File: src/rtl/regfl_loader.sv
// Stream loader for a 4-entry register file: accepts writes, then replays all stored bytes on a dump request.
// Optional macro REGFL_LOADER_RETAIN_EN keeps the contents after a dump so it can be repeated.
module regfl_loader #(
  parameter int WIDTH = 8
) (
  input  logic             clk,
  input  logic             rst,
  input  logic [WIDTH-1:0] in_data,
  input  logic             in_valid,
  output logic             in_ready,
  input  logic             dump,
  output logic             busy,
  output logic [WIDTH-1:0] out_data,
  output logic             out_valid,
  input  logic             out_ready,
  output logic             out_last,
  output logic             rf_wr_e,
  output logic [1:0]       rf_wr_addr,
  output logic [WIDTH-1:0] rf_wr_data,
  output logic [1:0]       rf_rd_addr,
  input  logic [WIDTH-1:0] rf_rd_data
);

  localparam logic [0:0] ST_IDLE = 1'b0;
  localparam logic [0:0] ST_DUMP = 1'b1;

  logic [0:0] r_state;
  logic [1:0] r_wr_ptr;
  logic [1:0] r_rd_ptr;
  logic [2:0] r_count;

  logic w_in_dump;
  logic w_in_ready;
  logic w_wr_acc;
  logic w_last;

  assign w_in_dump  = (r_state == ST_DUMP);
  assign w_in_ready = !w_in_dump && (r_count < 3'd4);
  assign w_wr_acc   = in_valid && w_in_ready;
  // count is at least 1 whenever DUMP is entered, so count-1 never wraps here
  assign w_last     = w_in_dump && ({1'b0, r_rd_ptr} == (r_count - 3'd1));

  assign in_ready   = w_in_ready;
  assign busy       = w_in_dump;
  assign out_valid  = w_in_dump;
  assign out_last   = w_last;
  assign rf_wr_e    = w_wr_acc;
  assign rf_wr_addr = r_wr_ptr;
  assign rf_wr_data = in_data;

  // read side: address the register file only while dumping
  always_comb begin
    rf_rd_addr = 2'd0;
    out_data   = {WIDTH{1'b0}};
    if (w_in_dump) begin
      rf_rd_addr = r_rd_ptr;
      out_data   = rf_rd_data;
    end else begin
      rf_rd_addr = 2'd0;
      out_data   = {WIDTH{1'b0}};
    end
  end

  // state, pointers and fill count
  always_ff @(posedge clk) begin
    if (rst) begin
      r_state  <= ST_IDLE;
      r_wr_ptr <= 2'd0;
      r_rd_ptr <= 2'd0;
      r_count  <= 3'd0;
    end else begin
      case (r_state)
        ST_IDLE: begin
          if (w_wr_acc) begin
            r_wr_ptr <= r_wr_ptr + 2'd1;
            r_count  <= r_count + 3'd1;
          end
          // a write accepted in the same cycle makes an empty store dumpable
          if (dump && ((r_count != 3'd0) || w_wr_acc)) begin
            r_state  <= ST_DUMP;
            r_rd_ptr <= 2'd0;
          end
        end
        ST_DUMP: begin
          if (out_ready) begin
            if (w_last) begin
              r_state  <= ST_IDLE;
              r_rd_ptr <= 2'd0;
`ifdef REGFL_LOADER_RETAIN_EN
              r_count  <= r_count;
              r_wr_ptr <= r_wr_ptr;
`else
              r_count  <= 3'd0;
              r_wr_ptr <= 2'd0;
`endif
            end else begin
              r_rd_ptr <= r_rd_ptr + 2'd1;
            end
          end
        end
        default: begin
          r_state <= ST_IDLE;
        end
      endcase
    end
  end

endmodule

File: config.mk
export PLATFORM = sky130hd
export DESIGN_NAME = regfl_loader
export DESIGN_NICKNAME = d
export VERILOG_FILES = /design/src/rtl/regfl_loader.sv
export SDC_FILE = /design/constraint.sdc
export NUM_CORES = 1
export LEC_CHECK = 0
export CAP_MARGIN = 25
export CORE_UTILIZATION = 38
export CTS_BUF_LIST = sky130_fd_sc_hd__clkbuf_8
export DETAILED_ROUTE_END_ITERATION = 10
export MAX_ROUTING_LAYER = met4
export PLACE_DENSITY = 0.84
export SLEW_MARGIN = 20
export SYNTH_ARGS = -nofsm -noshare
export SYNTH_HDL_FRONTEND = slang
export SYNTH_SLANG_ARGS = --single-unit
File: constraint.sdc
create_clock -name clk -period 5.7 [get_ports clk]
set_clock_uncertainty 0.1 [all_clocks]
set_input_delay 1.71 -clock clk [delete_from_list [all_inputs] [get_ports clk]]
set_output_delay 1.71 -clock clk [all_outputs]
set_load 0.01 [all_outputs]
==> qor.yml, run 1 <==
die_area_mm2: 0.00185
vias: 607
hold_viol: 0
startpoint_type: "input port"
fillCellCount: 151
multi_input_area_um2: 370
layout.nets: 122
synth_area_um2: 638
area_growth_pct: 41.8
min_path_type: "reg2reg"
cts.sinks: 8
grt_first_pass_wirelength_mm: 2.17
fmax_mhz: 196
path_delay_family: "buffers and inverters"
cp.required_ns: 3.89
setup_viol: 0
slew_headroom_pct: 64.4
finalCritPeriodShare_pct: 89.5
gp_congestion: 0.794
cap_violations: 0
root_buffer: "clkbuf_8"
io_buffers: 29
gr-usage-met2_pct: 25.5
crit_top_cell: "clkdlybuf4s50_1"
vias_per_cell: 5.42
h-tree-depth: 1
p_per_area_mw_per_mm2: 216
grt_max_degree: 23
synth_edf_count: 0
ys_ff_latch: 8
die_h_um: 43.0
grt_setup_unrepaired: "false"
crit_slowest_cell: "clkdlybuf4s50_1"
cts_setup_buffers: 0
crit_buf_inv: 3
critPathMaxFanout: 7
drc: 0
start_util_pct: 41.4
slowest_delay_ns: 0.53
ys_top_cells_by_count: "and2_1, buf_4, dfxtp_1, inv_1"
synth_top_cell_by_area: "dfxtp_1"
synth_area_per_cell_um2: 8.29
drt_wl_total_mm: 1.43
synth_area_leaders: "dfxtp_1, and2_1, buf_4"
num_io_pins: 46
grt_antenna_before_repair: 0
synth_cell_type_count: 34
cp.arrival_ns: 3.29
yosysMostFrequentCell: "and2_1"
core_region_area_mm2: 0.00154
clkTransAtPathRegs_ns: 0.04
synth.net_count: 101
place_area_um2: 863
worst_pin_slew_ns: 0.533
ant_nets: 0
grt_overflow_total: 0
postLayoutCoreUtil_pct: 58.7
firstDrtPassIters: 4
cts_tree: "yes"
syn_inst: 77
chipWidth_um: 43.0
numCtsBuffers: 3
fin_crit_ns: 5.10
drive_above_1_share_pct: 7.29
clock_path_buffers: 2
drt_iter0_markers: 12
vdd_ir_drop_max_uv: 158
antennaDiodeCount: 0
seqCellArea_um2: 160
regToRegSetupSlack_ns: 3.77
ctsHoldBuffers: 0
grt_pass1_vias: 535
use_met3_pct: 4.68
busiest_layer: "met2"
rows: 14
yosysTopAreaCellShare_pct: 25.1
ctsResizeCount: 0
seq_area_frac_synth_pct: 25.1
fin_setup_tns_ns: 0
synth-main-ff-cell: "dfxtp_1"
final_area_um2: 905
track_usage_pct: 15.9
synth-async-reset-ratio_pct: 0
yosysWarnings: 0
slew_violations: 0
clock_latency_ns: 0.23
cp_cell_sequence: "clkdlybuf4s50_1, or3b_1, inv_1, clkdlybuf4s50_1"
post_drt_wl_per_cell_um: 12.8
path_class: "in2out"
leakagePower_nw: 0.334
end_kind: "output port"
status: "complete, no violations"
holdWs_ns: 0.402
met1_usage_pct: 18.1
metal layers:
metal / vias to the layer above / part of all wire (%)
met5: - / 0
met4: 0 / 1.5
met2: 34 / 44
li1: 298 / -
met1: 272 / 43
met3: 3 / 12
placed cells by master (no fill, tap or decap), types with 2 or more instances in the layout:
master           instances
clkdlybuf4s50_1         29
and2_1                  11
dfxtp_1                  8
inv_1                    6
xnor2_1                  3
nand3_1                  3
a21oi_1                  3
ha_1                     3
clkbuf_8                 3
nor3_1                   2
or3_1                    2
o21ai_0                  2
o41ai_1                  2
o211ai_1                 2
metrics by stage:
step / setup WS, ns / power [mW] / cells
global route: 0.537 / 0.206 / 112
global placement: 0.604 / 0.126 / 109
CTS: 0.597 / 0.198 / 112
finish: 0.598 / 0.196 / 112
floorplan: 1.63 / 0.106 / 77
detailed placement: 0.616 / 0.128 / 109
area by class of cell:
| class | count | area share, % |
|---|---|---|
| Clock buffer | 3 | 4.56 |
| Multi-Input combinational cell | 50 | 40.9 |
| Sequential cell | 8 | 17.7 |
| Timing Repair Buffer | 29 | 32.1 |
| Inverter | 6 | 2.49 |
| Tap cell | 16 | 2.21 |
state kept, by name (all words and copies together) (netlist names):
name        flops
r_count         3
r_rd_ptr        2
rf_wr_addr      2
busy            1
path summary, 6_finish.rpt:
check / cells after the start / to / start
max reg2reg: 5 / r_count[1] / r_count[0]
min reg2reg: 2 / rf_wr_addr[0] / rf_wr_addr[0]
min: 2 / rf_wr_addr[0] / rf_wr_addr[0]
max: 4 / rf_wr_e / in_valid
cell families (layout without fill, tap and decap cells):
group	count (synthesis)	after routing	synth area share (%)
compound gates	13	13	14.3
xor+xnor	4	4	5.49
fa+ha+maj	3	3	5.88
buf+inv	19	38	16.9
flops	8	8	25.1
simple gates	30	30	32.4
power breakdown:
group	switching (mW)	internal, mW	leakage, nW
sequential	0.00700	0.0606	0.0655
clock	0.0230	0.0458	0.0216
combinational	0.0262	0.0331	0.247
total	0.0562	0.139	0.334
worst register-to-register path, stage by stage (launching register included):
cell	delay [ns]
dfxtp_1	0.41
inv_1	0.09
ha_1	0.33
xnor2_1	0.23
nor4_2	0.48
o32ai_1	0.16
(Power assumes the default switching activity.)
==> run 2: changes to the inputs <==
- CAP_MARGIN: 25 -> unset
==> results of run 2 <==
The final DEF is identical to that of run 1; final timing and power are the same.
==> run 3: changes to the inputs <==
- HOLD_SLACK_MARGIN: unset -> 0.12
- REMOVE_ABC_BUFFERS: unset -> 1
==> run 3 against run 2 <==
Maximum frequency decreased by 0.51%. Critical path depth stayed put. Sequential power hardly changed. Combinational power rose by 0.7%. Largest power group unchanged. Highest routed layer unchanged.
==> qor.yml, run 3 (synthesis results as in run 1) <==
status: "complete, no violations"
numCtsBuffers: 3
fillCellCount: 137
end_kind: "output port"
place_inst: 109
vias: 624
cp.arrival_ns: 3.32
layout_common_cells: "clkdlybuf4s50_1, and2_1, dfxtp_1"
io_buffers: 29
cts_setup_buffers: 0
vias_per_cell: 5.57
die_h_um: 43.0
grt_pass1_vias: 552
critPathMaxFanout: 7
cts.sinks: 8
fin_setup_tns_ns: 0
multi_input_area_um2: 370
clock_latency_ns: 0.23
m1WireLength_um: 652
min_path_type: "reg2reg"
fin_total_pwr_mw: 0.196
drc: 0
gp_congestion: 0.792
chipWidth_um: 43.0
hold_viol: 0
route.met3.wl_um: 153
grt_antenna_before_repair: 0
fin_crit_ns: 5.13
dp_hpwl_mm: 1.12
ant_nets: 0
grt_overflow_total: 0
seqCellArea_um2: 160
antennaDiodeCount: 0
finalCritPeriodShare_pct: 90.0
layout_commonest_cell: "clkdlybuf4s50_1"
cts_tree: "yes"
setup_viol: 0
vdd_ir_drop_max_uv: 110
rows: 14
root_buffer: "clkbuf_8"
layout.nets: 122
clkTransAtPathRegs_ns: 0.04
h-tree-depth: 1
die_area_mm2: 0.00185
grt_max_degree: 23
ctsHoldBuffers: 0
clock_path_buffers: 2
area_growth_pct: 41.8
drt_iter0_markers: 9
core_region_area_mm2: 0.00154
slew_violations: 0
track_usage_pct: 18.6
startpoint_type: "input port"
num_io_pins: 46
leakagePower_nw: 0.334
ctsResizeCount: 0
drive_above_1_share_pct: 7.29
firstDrtPassIters: 4
highest_layer: "met4"
fmax_mhz: 195
drt_wl_total_mm: 1.53
cap_violations: 0
p_per_area_mw_per_mm2: 217
top_register: "r_count"
largest_register_ffs: 3
slew_headroom_pct: 64.8
grt_setup_unrepaired: "false"
wl_met2_um: 695
post_drt_wl_per_cell_um: 13.6
path_class: "in2out"
start_util_pct: 41.4
worst_pin_slew_ns: 0.527
cp.required_ns: 3.89
grt_first_pass_wirelength_mm: 2.46
fin_cells: 112
[run 3: cell counts in the layout (fill, tap and decap cells not counted)]
No cell type changed its count.
[run 3: critical path: stages]
cell and delay (ns):
clkdlybuf4s50_1 0.51, or3b_1 0.48, inv_1 0.09, clkdlybuf4s50_1 0.53
[run 3: layout make-up]
| class | count | area share, % |
|---|---|---|
| inverter | 6 | 2.49 |
| clock buffer | 3 | 4.56 |
| sequential | 8 | 17.7 |
| multi-input combinational | 50 | 40.9 |
| timing repair buffer | 29 | 32.1 |
| tap | 16 | 2.21 |
[run 3: worst paths after layout]
| kind | end | startpoint | slack, ns | cells after the start |
|---|---|---|---|---|
| max | rf_wr_e | in_valid | 0.57 | 4 |
| max reg2reg | r_count[1] | r_count[0] | 3.78 | 5 |
| min | r_count[1] | r_count[1] | 0.39 | 2 |
| min reg2reg | r_count[1] | r_count[1] | 0.39 | 2 |
[run 3: per-stage QoR]
step / setup slack [ns] / cell area (um2) / utilization [%] / hold slack, ns
2_1_floorplan: 1.66 / 553 / - / 0.369
3_5_place_dp: 0.592 / 863 / 56.0 / 0.391
4_1_cts: 0.580 / 905 / 58.7 / 0.396
3_3_place_gp: 0.615 / 863 / 56.0 / 0.387
6_report: 0.572 / 905 / 58.7 / 0.393
5_1_grt: 0.530 / 905 / 58.7 / 0.425
[run 3: power by group]
part | switching (mW) | leakage, nW | total (mW) | internal (mW)
registers | 0.00711 | 0.0655 | 0.0677 | 0.0606
logic | 0.0266 | 0.247 | 0.0597 | 0.0331
clock network | 0.0231 | 0.0216 | 0.0689 | 0.0458
[run 3: metal layers]
metal	vias to the layer above	track usage, %
li1	301	-
met1	285	19.2
met2	34	27.3
met3	4	14.0
met4	0	6.67
met5	-	-
